--- config.mk ---
export PLATFORM = sky130hd
export DESIGN_NAME = rv32i_ctrl_fsm
export DESIGN_NICKNAME = d
export VERILOG_FILES = /design/src/rtl/rv32i_ctrl_fsm.sv
export SDC_FILE = /design/constraint.sdc
export NUM_CORES = 1
export LEC_CHECK = 0
export BUFFER_PORTS_ARGS = -buffer_cell sky130_fd_sc_hd__buf_4
export CORE_ASPECT_RATIO = 0.7
export CORE_MARGIN = 2
export CORE_UTILIZATION = 34
export DETAILED_ROUTE_END_ITERATION = 8
export HOLD_SLACK_MARGIN = 0.05
export PLACE_DENSITY = 0.56
export SLEW_MARGIN = 5
export SYNTH_ARGS = -nofsm -noshare
export SYNTH_HDL_FRONTEND = slang
export SYNTH_SLANG_ARGS = --single-unit
--- constraint.sdc ---
create_clock -name clk -period 2 [get_ports clk]
set_clock_uncertainty 0.2 [all_clocks]
set_input_delay 0.1 -clock clk [delete_from_list [all_inputs] [get_ports clk]]
set_output_delay 0.1 -clock clk [all_outputs]
set_load 0.01 [all_outputs]
--- src/rtl/rv32i_ctrl_fsm.sv ---
// Multi-cycle RV32I control sequencer: FETCH/DECODE/EXEC/MEM/WB with memory handshakes.
// Define ILLEGAL_TRAP_EN to send unrecognised opcodes to a terminal TRAP state; otherwise they retire as NOPs.
module rv32i_ctrl_fsm #(
    parameter int CNT_W = 32
) (
    input  logic             clk,
    input  logic             reset,
    input  logic [31:0]      insn,
    output logic             fetch_req,
    input  logic             fetch_ack,
    output logic             mem_req,
    output logic             mem_we,
    input  logic             mem_ready,
    input  logic             branch_taken,
    output logic             ir_we,
    output logic             sub_sra,
    output logic             addr_sel,
    output logic             pc_alu_sel,
    output logic             pc_next_sel,
    output logic             rd_we,
    output logic             pc_we,
    output logic [CNT_W-1:0] retired,
    output logic             illegal,
    output logic [2:0]       state
);
    typedef enum logic [2:0] {
        S_FETCH  = 3'd0,
        S_DECODE = 3'd1,
        S_EXEC   = 3'd2,
        S_MEM    = 3'd3,
        S_WB     = 3'd4,
        S_TRAP   = 3'd5
    } state_t;

    typedef enum logic [3:0] {
        C_R, C_OPI, C_LOAD, C_STORE, C_BRANCH, C_JAL, C_JALR, C_LUI, C_AUIPC, C_NOP
    } cls_t;

    state_t           state_q;
    cls_t             cls_q;
    cls_t             cls_d;
    logic [6:0]       op_q;
    logic [2:0]       f3_q;
    logic             b30_q;
    logic             fetch_req_q, mem_req_q, mem_we_q;
    logic             sub_sra_q, addr_sel_q, pc_alu_sel_q, pc_next_sel_q;
    logic             rd_we_q, wb_pc_we_q;
    logic [CNT_W-1:0] retired_q;
    logic             ir_load, mem_done;
    logic             unused_insn;

    assign unused_insn = ^{insn[31], insn[29:15], insn[11:7]};

    always_comb begin
        cls_d = C_NOP;
        case (op_q)
            7'b0110011: cls_d = C_R;
            7'b0010011: cls_d = C_OPI;
            7'b0000011: cls_d = C_LOAD;
            7'b0100011: cls_d = C_STORE;
            7'b1100011: cls_d = C_BRANCH;
            7'b1101111: cls_d = C_JAL;
            7'b1100111: cls_d = C_JALR;
            7'b0110111: cls_d = C_LUI;
            7'b0010111: cls_d = C_AUIPC;
            default:    cls_d = C_NOP;
        endcase
    end

    // Handshake-driven pulses are masked by reset so an aborted access never retires.
    assign ir_load  = fetch_req_q & fetch_ack & ~reset;
    assign mem_done = mem_req_q & mem_ready & ~reset;

    always_ff @(posedge clk) begin
        if (reset) begin
            state_q       <= S_FETCH;
            cls_q         <= C_NOP;
            op_q          <= 7'd0;
            f3_q          <= 3'd0;
            b30_q         <= 1'b0;
            fetch_req_q   <= 1'b0;
            mem_req_q     <= 1'b0;
            mem_we_q      <= 1'b0;
            sub_sra_q     <= 1'b0;
            addr_sel_q    <= 1'b0;
            pc_alu_sel_q  <= 1'b0;
            pc_next_sel_q <= 1'b0;
            rd_we_q       <= 1'b0;
            wb_pc_we_q    <= 1'b0;
            retired_q     <= '0;
        end else begin
            rd_we_q    <= 1'b0;
            wb_pc_we_q <= 1'b0;
            if (pc_we) retired_q <= retired_q + {{(CNT_W-1){1'b0}}, 1'b1};
            case (state_q)
                S_FETCH: begin
                    fetch_req_q <= 1'b1;
                    if (ir_load) begin
                        op_q        <= insn[6:0];
                        f3_q        <= insn[14:12];
                        b30_q       <= insn[30];
                        fetch_req_q <= 1'b0;
                        state_q     <= S_DECODE;
                    end
                end
                S_DECODE: begin
                    cls_q <= cls_d;
`ifdef ILLEGAL_TRAP_EN
                    if (cls_d == C_NOP) begin
                        state_q <= S_TRAP;
                    end else
`endif
                    begin
                        state_q       <= S_EXEC;
                        sub_sra_q     <= (cls_d == C_R) ? b30_q :
                                         ((cls_d == C_OPI) && (f3_q == 3'b101)) ? b30_q : 1'b0;
                        addr_sel_q    <= (cls_d == C_LOAD) || (cls_d == C_STORE);
                        pc_alu_sel_q  <= (cls_d == C_AUIPC) || (cls_d == C_JAL) || (cls_d == C_BRANCH);
                        pc_next_sel_q <= (cls_d == C_JAL) || (cls_d == C_JALR);
                    end
                end
                S_EXEC: begin
                    if ((cls_q == C_LOAD) || (cls_q == C_STORE)) begin
                        state_q   <= S_MEM;
                        mem_req_q <= 1'b1;
                        mem_we_q  <= (cls_q == C_STORE);
                    end else begin
                        state_q    <= S_WB;
                        rd_we_q    <= (cls_q != C_BRANCH) && (cls_q != C_NOP);
                        wb_pc_we_q <= 1'b1;
                        if (cls_q == C_BRANCH) pc_next_sel_q <= branch_taken;
                    end
                end
                S_MEM: begin
                    if (mem_done) begin
                        mem_req_q <= 1'b0;
                        mem_we_q  <= 1'b0;
                        if (cls_q == C_LOAD) begin
                            state_q    <= S_WB;
                            rd_we_q    <= 1'b1;
                            wb_pc_we_q <= 1'b1;
                        end else begin
                            state_q       <= S_FETCH;
                            fetch_req_q   <= 1'b1;
                            sub_sra_q     <= 1'b0;
                            addr_sel_q    <= 1'b0;
                            pc_alu_sel_q  <= 1'b0;
                            pc_next_sel_q <= 1'b0;
                        end
                    end
                end
                S_WB: begin
                    state_q       <= S_FETCH;
                    fetch_req_q   <= 1'b1;
                    sub_sra_q     <= 1'b0;
                    addr_sel_q    <= 1'b0;
                    pc_alu_sel_q  <= 1'b0;
                    pc_next_sel_q <= 1'b0;
                end
                S_TRAP: state_q <= S_TRAP;
                default: state_q <= S_FETCH;
            endcase
        end
    end

`ifdef ILLEGAL_TRAP_EN
    assign illegal = (state_q == S_TRAP);
`else
    assign illegal = 1'b0;
`endif

    assign fetch_req   = fetch_req_q;
    assign ir_we       = ir_load;
    assign mem_req     = mem_req_q;
    assign mem_we      = mem_we_q;
    assign sub_sra     = sub_sra_q;
    assign addr_sel    = addr_sel_q;
    assign pc_alu_sel  = pc_alu_sel_q;
    assign pc_next_sel = pc_next_sel_q;
    assign rd_we       = rd_we_q;
    assign pc_we       = wb_pc_we_q | (mem_done & mem_we_q);
    assign retired     = retired_q;
    assign state       = state_q;
endmodule

; ---- Yosys cells after proc, flatten, opt, wreduce, memory -nomap -nowiden
; Cells that the tools add are included.
[classes]
n_bitwise = 7
add_sub_neg = 1
eq_ne = 33
n_reduce_logical = 19
mux = 31
[op_table]
columns = op, count
row1 = $pmux 4 s9, 1
row2 = $add 32x1->32 const B, 1
row3 = $eq 7x6->1 const B, 3
row4 = $eq 7x7->1 const B, 3
row5 = $eq 4x2->1 const B, 4
row6 = $eq 4x3->1 const B, 4
row7 = $mux 1, 16
row8 = $pmux 3 s5, 1
row9 = $eq 7x5->1 const B, 2
row10 = $mux 3, 4
row11 = $ne 2x2->1 const B, 6
row12 = $pmux 1 s3, 4
row13 = $eq 3x3->1 const B, 3
row14 = $reduce_and 3->1, 3
row15 = $pmux 1 s2, 4
row16 = $eq 7x2->1 const B, 1
row17 = $eq 3x2->1 const B, 2
row18 = $reduce_bool 3->1, 2
row19 = $and 1x1->1, 5
row20 = $logic_or 1x1->1, 5
row21 = $reduce_and 5->1, 1
row22 = $eq 4x1->1 const B, 1
row23 = $eq 4x4->1 const B, 1
row24 = $logic_not 4->1, 1
row25 = other kinds (11), 13
[totals]
out_inout_bits = 46
ff_bits = 59
elab_cells = 106
input_bits = 37

; ---- Depth between registers and ports, before layout
; Gate-level depths: netlist (run 1).
[depth]
word_depth = 7
depth_mapped = 7
depth_no_buf = 5

; ---- Worst setup path after synthesis (run 1)
; No wires, ideal clock.
[synth_timing]
path_type = register to register
startpoint = register retired_q[0] (netlist: retired[0])
endpoint = register retired_q[30] (netlist: retired[30])
t_required_ps = 1672
arrival_time_ps = 1589
n_path_buf = 1
slack_ps = 84
period_less_slack_ps = 1916
stages_incl_launch_ff = 7
setup_time_ps = 128
cell_sequence = dfxtp_1 > ha_1 > nand4_1 > buf_2 > nor4_4 > xnor2_1 > nor2_1
[synth_between]
elab_chain_len = 1
[synth_rtl]
columns = element, line_no
row1 = start: declaration, 48  ; logic [CNT_W-1:0] retired_q;
row2 = start signal: assignment, 94  ; if (pc_we) retired_q <= retired_q + {{(CNT_W-1){1'b0}}, 1'b1};
row3 = $add 32x1->32, 94
; Every way passes these cells.
; A chain may end at the register's enable or synchronous reset.

; ---- Worst setup path after layout (run 1)
[layout_timing]
startpoint = input reset
endpoint = register retired_q[27] (netlist: retired[27])
[layout_between]
elab_chain_len = 4
[layout_rtl]
columns = element, line_no
row1 = start: declaration, 7  ; input logic reset,
row2 = $not 1->1, 72  ; assign mem_done = mem_req_q & mem_ready & ~reset;
row3 = $and 1x1->1, 72
row4 = $and 1x1->1, 181  ; assign pc_we = wb_pc_we_q | (mem_done & mem_we_q);
row5 = $or 1x1->1, 181
; Parallel ways exist; a longest one is shown, timed or not.

==> results.sh, run 1 <==
export IMPL_outcome="finished with violations"
export IMPL_violations="setup timing"
export IMPL_diodes=0
export IMPL_setup_slack_ps=-21.20
export IMPL_pwr_share_clk_pct=52.2
export IMPL_die_y_um=83.43
export IMPL_synth_edf_count=0
export IMPL_clk_transition_reported_paths_ps=50
export IMPL_place_congestion=0.8292
export IMPL_powerDensity_nw_per_um2=677.9
export IMPL_num_fill_cells=841
export IMPL_cts_buffers=9
export IMPL_drt_initial_drc_count=160
export IMPL_layout_common_cells="buf_4 (99), dfxtp_1 (59), nor2_1 (44), nand2_1 (37), xnor2_1 (25)"
export IMPL_antenna_found_initial=0
export IMPL_clk_latency_ps=330
export IMPL_syn_to_final_growth_pct=43.24
export IMPL_leakage_nw=1.715
export IMPL_vias=2895
export IMPL_utilization_pct=50.93
export IMPL_core_area_um2=8618
export IMPL_vias_per_cell=4.866
export IMPL_worstReg2RegEnd="retired[30]"
export IMPL_worst_pin_slew_ps=669.6
export IMPL_rr_startpoint="retired[14]"
export IMPL_hold_path_class="in -> reg"
export IMPL_layout_commonest_cell="buf_4"
export IMPL_io_pins=83
export IMPL_io_buffers=60
export IMPL_synth_seq_area_share_pct=38.55
export IMPL_drtAntennaViolNets=0
export IMPL_maxCapViolCount=0
export IMPL_crit_arrival_ps=2030
export IMPL_synth_top_flop_cell="dfxtp_1"
export IMPL_clockRootBuffer="clkbuf_16"
export IMPL_synth_top_family_by_area="simple AND/OR/NAND/NOR gates"
export IMPL_drtPass1Iterations=5
export IMPL_synth_simple_area_share_pct=33.24
export IMPL_synth_seq_cells=59
export IMPL_worst_ir_drop_vdd_mv=0.3849
export IMPL_synth_compound_area_share_pct=13.23
export IMPL_syn_inst=366
export IMPL_cts_htree_levels=3
export IMPL_instances_no_fill=595
export IMPL_synth_xor_area_share_pct=8.575
export IMPL_die_w_um=117.5
export IMPL_post_drt_wl_per_cell_um=13.96
export IMPL_syn_area_um2=3064
export IMPL_drive_above_1_share_pct=31.16
export IMPL_cts_tree="done"
export IMPL_period_share_pct=101.1
export IMPL_nets=508
export IMPL_cp_max_fo=7
export IMPL_top_layer="met4"
export IMPL_dieArea_um2=9800
export IMPL_period_needed_ps=2021
export IMPL_grt_max_degree=27
export IMPL_cp_end_kind="flop"
export IMPL_synth_fa_ha_area_share_pct=0.4083
export IMPL_drcViolationCount=0
export IMPL_swShare_pct=23.72
export IMPL_fmax_mhz=494.8
export IMPL_grt_pass1_wl_mm=13.37
export IMPL_setup_viol=1
export IMPL_num_rows=28
export IMPL_met2_wirelength_mm=3.481
export IMPL_comb_power_share_pct=6.8
export IMPL_synthMuxAreaShare_pct=0.3267
export IMPL_syn_nets=404
export IMPL_finalPower_w=0.002976
export IMPL_finalHoldViolations=0
export IMPL_switchingPower_w=0.0007058
export IMPL_rsz0062_at_grt="yes"
export IMPL_avgSynthCellArea_um2=8.372
export IMPL_yosys_warnings=0
export IMPL_dp_cells=557
export IMPL_intPower_w=0.002270
export IMPL_min_to="state[2]"
export IMPL_r2r_slack_ps=100
export IMPL_ys_types=58
export IMPL_relSlewSlack_pct=55.19
export IMPL_min_from="fetch_ack"
export IMPL_route_met3_wl_um=438
export IMPL_cts_sinks=59
export IMPL_synthArstFlopShare_pct=0
export IMPL_start_kind="input port"
export IMPL_wirelength_mm=8.306
export IMPL_grt_overflow_total=0
export IMPL_r2r_cells=6
export IMPL_grt_usage_pct=16.65
export IMPL_required_ps=2010
export IMPL_met1Wirelength_mm=4.345
export IMPL_seq_power_share_pct=41.1
export IMPL_clk_path_buf_depth=2
export IMPL_path_class="in -> reg"
export IMPL_initial_core_util_pct=35.55
export IMPL_final_max_slew_viol_count=0
export IMPL_grt_pass1_vias=2659
export IMPL_holdPathStages=4
export IMPL_dp_final_hpwl_mm=5.596
-- cells in the mapped netlist, drive strengths merged (2+ instances only) --
library cell / n / area share, %
xnor2: 25 / 7.1
or3: 5 / 1.0
a22oi: 4 / 0.98
inv: 13 / 1.6
and4: 3 / 0.94
and3: 7 / 1.4
a22o: 2 / 0.57
a21oi: 16 / 2.6
or3b: 2 / 0.57
nand4: 9 / 2.3
nand2b: 3 / 0.61
nor4: 16 / 6.7
xor2: 5 / 1.4
o21bai: 2 / 0.49
buf: 10 / 2.2
nor3b: 3 / 0.90
o31ai: 3 / 0.73
nor2b: 3 / 0.61
dfxtp: 59 / 39
o21ai: 24 / 4.3
nand4b: 4 / 1.1
nor3: 16 / 2.6
clkbuf: 14 / 1.7
nand2: 38 / 4.7
nor2: 44 / 5.4
nand3: 14 / 2.3
o22ai: 2 / 0.41
-- through the flow --
stage | TNS [ps] | instance area [µm²] | setup WS [ps] | hold slack [ps]
finish | -21.20 | 4389 | -21.20 | 80.95
global route | -816.6 | 4389 | -76.84 | 82.67
CTS | 0 | 4239 | 6.378 | 125.1
detailed placement | 0 | 3806 | 143.1 | 99.30
global placement | 0 | 3806 | 160.2 | 91.75
floorplan | 0 | 3064 | 83.53 | 8.476
-- worst max-delay path: stages --
cell and delay, ps:
dlygate4sd3_1 540, buf_4 150, and4b_4 390, o211ai_4 170, buf_6 190, nor4_4 280
xnor2_1 140, nor2_1 50
-- routing by layer --
metal | vias to the layer above | track usage [%]
met1 | 1332 | 24.23
met5 | - | 0
met4 | 0 | 4.491
met2 | 69 | 23.60
li1 | 1492 | -
met3 | 2 | 5.014
-- state kept, by name, indices dropped and copies added (netlist names), 3 cells and up --
| signal | cells |
|---|---|
| cls_q | 4 |
| op_q | 7 |
| retired | 32 |
| f3_q | 3 |
| state | 3 |
-- power by group through the flow --
stage	Sequential [W]	Combinational, W	Clock, W
after detailed placement	0.00125	0.000165	0
final	0.00122	0.000201	0.00155
after global placement	0.00125	0.000163	0
after floorplan	0.00124	0.0000990	0
after global routing	0.00123	0.000222	0.00165
after CTS	0.00122	0.000186	0.00159
-- layout make-up --
cell class | count | area, µm² | area share (%)
tap | 120 | 150.1 | 3.421
sequential | 59 | 1181 | 26.91
inverter | 13 | 48.80 | 1.112
clock buffer | 9 | 225.2 | 5.131
timing repair buffer | 117 | 922.1 | 21.01
multi-input combinational | 270 | 1784 | 40.65
clock inverter | 7 | 77.57 | 1.767
-- cell families after synthesis --
family / Yosys count
fa+ha+maj: 1
buf+inv: 37
simple gates: 174
mux: 1
compound gates: 63
xor+xnor: 30
flops: 59
other cells: 1
-- worst max path at each step --
stage | slack, ps | endpoint | startpoint
4_1_cts | 6 | retired[31] | reset
5_1_grt | -80 | op_q[3] | reset
3_3_place_gp | 160 | retired[31] | mem_we
3_5_place_dp | 140 | retired[31] | mem_we
2_1_floorplan | 80 | retired[30] | retired[0]
6_report | -20 | retired[27] | reset
-- timing repair --
item                                    CTS  global route
endpoints found under the setup margin    0            22
setup buffers                             0             8
hold buffers                             13             0
gates resized for setup                   0            17
endpoints found under the hold margin    22             0
Note: power is estimated with default switching activity, not from simulation.
==> run 2, diff against run 1 <==
--- a/config.mk
+++ b/config.mk
@@ -8,5 +8,4 @@
 export BUFFER_PORTS_ARGS = -buffer_cell sky130_fd_sc_hd__buf_4
 export CORE_ASPECT_RATIO = 0.7
-export CORE_MARGIN = 2
 export CORE_UTILIZATION = 34
 export DETAILED_ROUTE_END_ITERATION = 8
==> constraint.sdc (replaced) <==
create_clock -name clk -period 2 [get_ports clk]
set_clock_uncertainty 0.2 [all_clocks]
set_input_delay 0.2 -clock clk [delete_from_list [all_inputs] [get_ports clk]]
set_output_delay 0.2 -clock clk [all_outputs]
set_load 0.01 [all_outputs]
==> run 2 against run 1 <==
The run now ends clean. Wire length is 8.3% lower. Total power is 7.1% higher. Worst setup slack better by 100 ps. Critical path depth is 4 lower. Sequential cell count stayed put. Register-to-register slack worse by 20 ps. Largest cell class unchanged.
==> results.sh, run 2 (synthesized netlist as in run 1, its figures left out) <==
export IMPL_nets=496
export IMPL_cp_end_kind="flop"
export IMPL_hold_path_class="in -> reg"
export IMPL_syn_to_final_growth_pct=39.24
export IMPL_largest_reg_flops=32
export IMPL_vias_per_cell=4.890
export IMPL_cts_buffers=9
export IMPL_leakage_nw=1.647
export IMPL_die_w_um=115.5
export IMPL_multi_input_area_um2=1724
export IMPL_final_max_slew_viol_count=0
export IMPL_clk_latency_ps=320
export IMPL_grt_usage_pct=17.13
export IMPL_drtPass1Iterations=4
export IMPL_r2r_cells=4
export IMPL_rr_startpoint="state[0]"
export IMPL_cts_htree_levels=3
export IMPL_finalHoldViolations=0
export IMPL_grt_pass1_wl_mm=12.46
export IMPL_rsz0062_at_grt="no"
export IMPL_cp_max_fo=13
export IMPL_outcome="finished, final reports clean"
export IMPL_r2r_slack_ps=80
export IMPL_path_class="reg -> reg"
export IMPL_intPower_w=0.002542
export IMPL_dieArea_um2=9402
export IMPL_ff_latch_area_um2=1181
export IMPL_antenna_found_initial=0
export IMPL_seq_power_share_pct=38.4
export IMPL_diodes=0
export IMPL_setup_tns_ps=0
export IMPL_powerDensity_nw_per_um2=746.8
export IMPL_wirelength_mm=7.618
export IMPL_worst_pin_slew_ps=597.7
export IMPL_holdPathStages=4
export IMPL_drcViolationCount=0
export IMPL_place_congestion=0.8152
export IMPL_drive_above_1_share_pct=28.08
export IMPL_post_drt_wl_per_cell_um=13.07
export IMPL_maxCapViolCount=0
export IMPL_instances_no_fill=583
export IMPL_dp_cells=555
export IMPL_io_pins=83
export IMPL_layout_commonest_cell="buf_4"
export IMPL_min_to="mem_req"
export IMPL_required_ps=2010
export IMPL_drt_initial_drc_count=106
export IMPL_layout_common_cells="buf_4 (93), dfxtp_1 (59), nor2_1 (44), nand2_1 (37), xnor2_1 (25)"
export IMPL_drtAntennaViolNets=0
export IMPL_min_from="mem_ready"
export IMPL_cts_tree="done"
export IMPL_num_rows=28
export IMPL_relSlewSlack_pct=60.00
export IMPL_clockRootBuffer="clkbuf_16"
export IMPL_period_share_pct=96.03
export IMPL_clk_path_buf_depth=2
export IMPL_vias=2851
export IMPL_period_needed_ps=1921
export IMPL_cts_sinks=59
export IMPL_pwr_share_clk_pct=55.9
export IMPL_critPathMaxStageDelay_ps=530
export IMPL_swShare_pct=20.21
export IMPL_comb_power_share_pct=5.7
export IMPL_clk_transition_reported_paths_ps=50
export IMPL_worst_ir_drop_vdd_mv=0.3848
export IMPL_crit_chain="or4b_1, a21oi_1, nor3_2, a311o_1"
export IMPL_io_buffers=60
export IMPL_core_area_um2=8583
export IMPL_switchingPower_w=0.0006440
export IMPL_die_y_um=81.43
export IMPL_setup_viol=0
export IMPL_dp_final_hpwl_mm=5.346
export IMPL_grt_overflow_total=0
export IMPL_utilization_pct=49.71
export IMPL_start_kind="flop"
export IMPL_crit_slowest_cell="or4b_1"
export IMPL_grt_max_degree=41
export IMPL_grt_pass1_vias=2555
export IMPL_num_fill_cells=832
export IMPL_worstReg2RegEnd="pc_next_sel"
export IMPL_crit_arrival_ps=1930
export IMPL_initial_core_util_pct=35.70
export IMPL_fmax_mhz=520.7
==> run 2: repair_timing <==
item                                   CTS  global route
gates resized for setup                  0             2
setup buffers                            0             0
setup endpoints to repair                0             2
hold buffers                            12             0
endpoints found under the hold margin   16             0
==> run 2: layout make-up <==
cell class | count | share of cell area (%)
Multi-Input combinational cell | 270 | 40.41
Sequential cell | 59 | 27.68
Timing Repair Buffer | 105 | 19.18
Clock buffer | 12 | 5.777
Tap cell | 120 | 3.519
Clock inverter | 4 | 2.287
Inverter | 13 | 1.144
==> run 2: per-stage QoR <==
stage	cell area (µm²)	power [W]	setup WS [ps]	hold WS (ps)
2_1_floorplan	3064	0.001338	83.53	108.5
3_3_place_gp	3791	0.001409	123.2	193.2
3_5_place_dp	3791	0.001412	114.1	200.1
4_1_cts	4255	0.003224	51.72	77.53
5_1_grt	4267	0.003282	0.09481	140.5
6_report	4267	0.003186	79.45	95.06
==> run 2: layer usage <==
metal	track usage (%)	vias to the layer above	share of wire [%]
met2	24.25	67	40
met5	0	-	0
met1	25.09	1309	53
li1	-	1473	-
met3	4.280	2	6.0
met4	5.455	0	0.50
==> run 2: worst max-delay path by stage <==
stage                     startpoint     endpoint
after floorplan           retired[0]  retired[30]
after global placement         reset  retired[31]
after detailed placement  retired[9]  retired[22]
after CTS                      reset  pc_next_sel
after global routing      retired[9]  retired[22]
final                       state[0]  pc_next_sel
==> run 2: power by group through the flow <==
stage               Sequential, W  Combinational (W)  Clock, W
finish                    0.00122           0.000183   0.00178
floorplan                 0.00124          0.0000990         0
detailed placement        0.00125           0.000164         0
global placement          0.00125           0.000162         0
CTS                       0.00122           0.000183   0.00182
global route              0.00123           0.000202   0.00185
==> run 2: worst max-delay path, delay by kind of cell (launching register included) <==
family,cells,cell delay [ps]
and+or+nand+nor,2,610
AOI/OAI and AO/OA,2,530
DFF,1,470
==> run 3, diff against run 2 <==
==> constraint.sdc (replaced) <==
create_clock -name clk -period 2 [get_ports clk]
set_clock_uncertainty 0.2 [all_clocks]
set_input_delay 0.3 -clock clk [delete_from_list [all_inputs] [get_ports clk]]
set_output_delay 0.3 -clock clk [all_outputs]
set_load 0.01 [all_outputs]
==> run 3 against run 2 <==
Non-clock buffer count decreased by 3. Cell count decreased by 0.51%. Sequential cell count unchanged.
==> results.sh, run 3 (synthesized netlist as in run 1, its figures left out) <==
export IMPL_maxCapViolCount=0
export IMPL_drcViolationCount=0
export IMPL_dp_final_hpwl_mm=5.366
export IMPL_drt_initial_drc_count=143
export IMPL_period_needed_ps=1864
export IMPL_vias=2852
export IMPL_fmax_mhz=536.4
export IMPL_postCtsSetupBuffers=0
export IMPL_cts_sinks=59
export IMPL_num_fill_cells=845
export IMPL_grt_overflow_total=0
export IMPL_finalHoldViolations=0
export IMPL_hold_path_class="in -> reg"
export IMPL_clockRootBuffer="clkbuf_16"
export IMPL_setup_tns_ps=0
export IMPL_relSlewSlack_pct=60.94
export IMPL_multi_input_area_um2=1728
export IMPL_cts_htree_levels=3
export IMPL_outcome="finished, final reports clean"
export IMPL_clk_transition_reported_paths_ps=50
export IMPL_nets=493
export IMPL_drtAntennaViolNets=0
export IMPL_clk_latency_ps=320
export IMPL_final_max_slew_viol_count=0
export IMPL_post_drt_wl_per_cell_um=12.86
export IMPL_worst_ir_drop_vdd_mv=0.4047
export IMPL_cp_max_fo=8
export IMPL_final_area_um2=4245
export IMPL_min_from="reset"
export IMPL_diodes=0
export IMPL_wirelength_mm=7.456
export IMPL_r2r_slack_ps=140
export IMPL_grt_pass1_vias=2560
export IMPL_ff_latch_area_um2=1182
export IMPL_core_area_um2=8583
export IMPL_largest_reg_flops=32
export IMPL_period_share_pct=93.21
export IMPL_powerDensity_nw_per_um2=745.6
export IMPL_drive_above_1_share_pct=28.48
export IMPL_cp_end_kind="flop"
export IMPL_die_w_um=115.5
export IMPL_r2r_cells=6
export IMPL_grt_pass1_wl_mm=12.32
export IMPL_grt_max_degree=37
export IMPL_initial_core_util_pct=35.70
export IMPL_clk_path_buf_depth=2
export IMPL_drtPass1Iterations=4
export IMPL_grt_usage_pct=16.68
export IMPL_min_to="cls_q[2]"
export IMPL_cts_buffers=9
export IMPL_worstReg2RegEnd="retired[22]"
export IMPL_die_y_um=81.43
export IMPL_path_class="reg -> reg"
export IMPL_vias_per_cell=4.917
export IMPL_num_rows=28
export IMPL_cts_tree="done"
export IMPL_crit_arrival_ps=1860
export IMPL_holdPathStages=3
export IMPL_io_pins=83
export IMPL_setup_viol=0
export IMPL_io_buffers=60
export IMPL_leakage_nw=1.639
export IMPL_start_kind="flop"
export IMPL_fin_hold_ws_ps=191.4
export IMPL_antenna_found_initial=0
export IMPL_layout_common_cells="buf_4 (91), dfxtp_1 (58), nor2_1 (44), nand2_1 (37), xnor2_1 (25)"
export IMPL_syn_to_final_growth_pct=38.55
export IMPL_worst_pin_slew_ps=583.6
export IMPL_place_congestion=0.8045
export IMPL_dieArea_um2=9402
export IMPL_layout_commonest_cell="buf_4"
export IMPL_rsz0062_at_grt="no"
export IMPL_required_ps=1990
export IMPL_placed_cell_area_um2=3776
export IMPL_rr_startpoint="retired[14]"
-- run 3: changes by cell type in the layout (fill, tap and decap cells not counted), sizes merged --
cell / before / now
buf: 93 / 91
clkbuf: 12 / 11
clkinv: 0 / 2
clkinvlp: 1 / 0
dlygate4sd3: 12 / 11
-- run 3: what timing repair did --
action	CTS	global route
endpoints found under the setup margin	0	5
gates resized for setup	0	4
endpoints found under the hold margin	11	0
hold buffers	11	0
-- run 3: how the worst max path moves through the flow --
stage / start / end / slack [ps] / cells after the start
final: retired[14] / retired[22] / 140 / 6
after global routing: retired[0] / retired[23] / 30 / 5
after detailed placement: reset / retired[31] / 40 / 6
after floorplan: retired[0] / retired[30] / 80 / 6
after global placement: reset / retired[31] / 40 / 6
after CTS: mem_req / pc_we / 40 / 3
-- run 3: area by class of cell --
type | instances | area share (%)
Clock inverter | 5 | 2.358
Timing Repair Buffer | 102 | 18.69
Inverter | 13 | 1.149
Clock buffer | 11 | 5.718
Tap cell | 120 | 3.537
Sequential cell | 59 | 27.85
Multi-Input combinational cell | 270 | 40.70
-- run 3: power by group --
part | leakage [nW] | switching, W | internal [W]
Clock | 0.169 | 0.000513 | 0.00125
Sequential | 0.478 | 0.0000235 | 0.00120
Combinational | 0.992 | 0.0000915 | 0.0000933
Total | 1.64 | 0.000628 | 0.00254
-- run 3: metal layers --
metal	GRT usage [%]	routed length, µm
met5	0	0
met4	3.506	27
met2	23.89	3003
met1	24.56	4065
met3	4.649	360
-- run 3: critical path: stages, from the launching register on --
cell and delay, ps:
dfxtp_1 370, and4_4 290, nand4_4 190, buf_4 220, nor4_2 260, xnor2_1 160
nor2_1 50
-- run 3: through the flow --
step                      total power, W  std cells  worst slack, ps  util (%)
after global routing            0.003280        580            26.85     49.46
after global placement          0.001410        553            39.99     43.99
after CTS                       0.003208        580            36.59     49.27
final                           0.003165        580            135.7     49.46
after floorplan                 0.001338        366            83.53         -
after detailed placement        0.001413        553            44.76     43.99
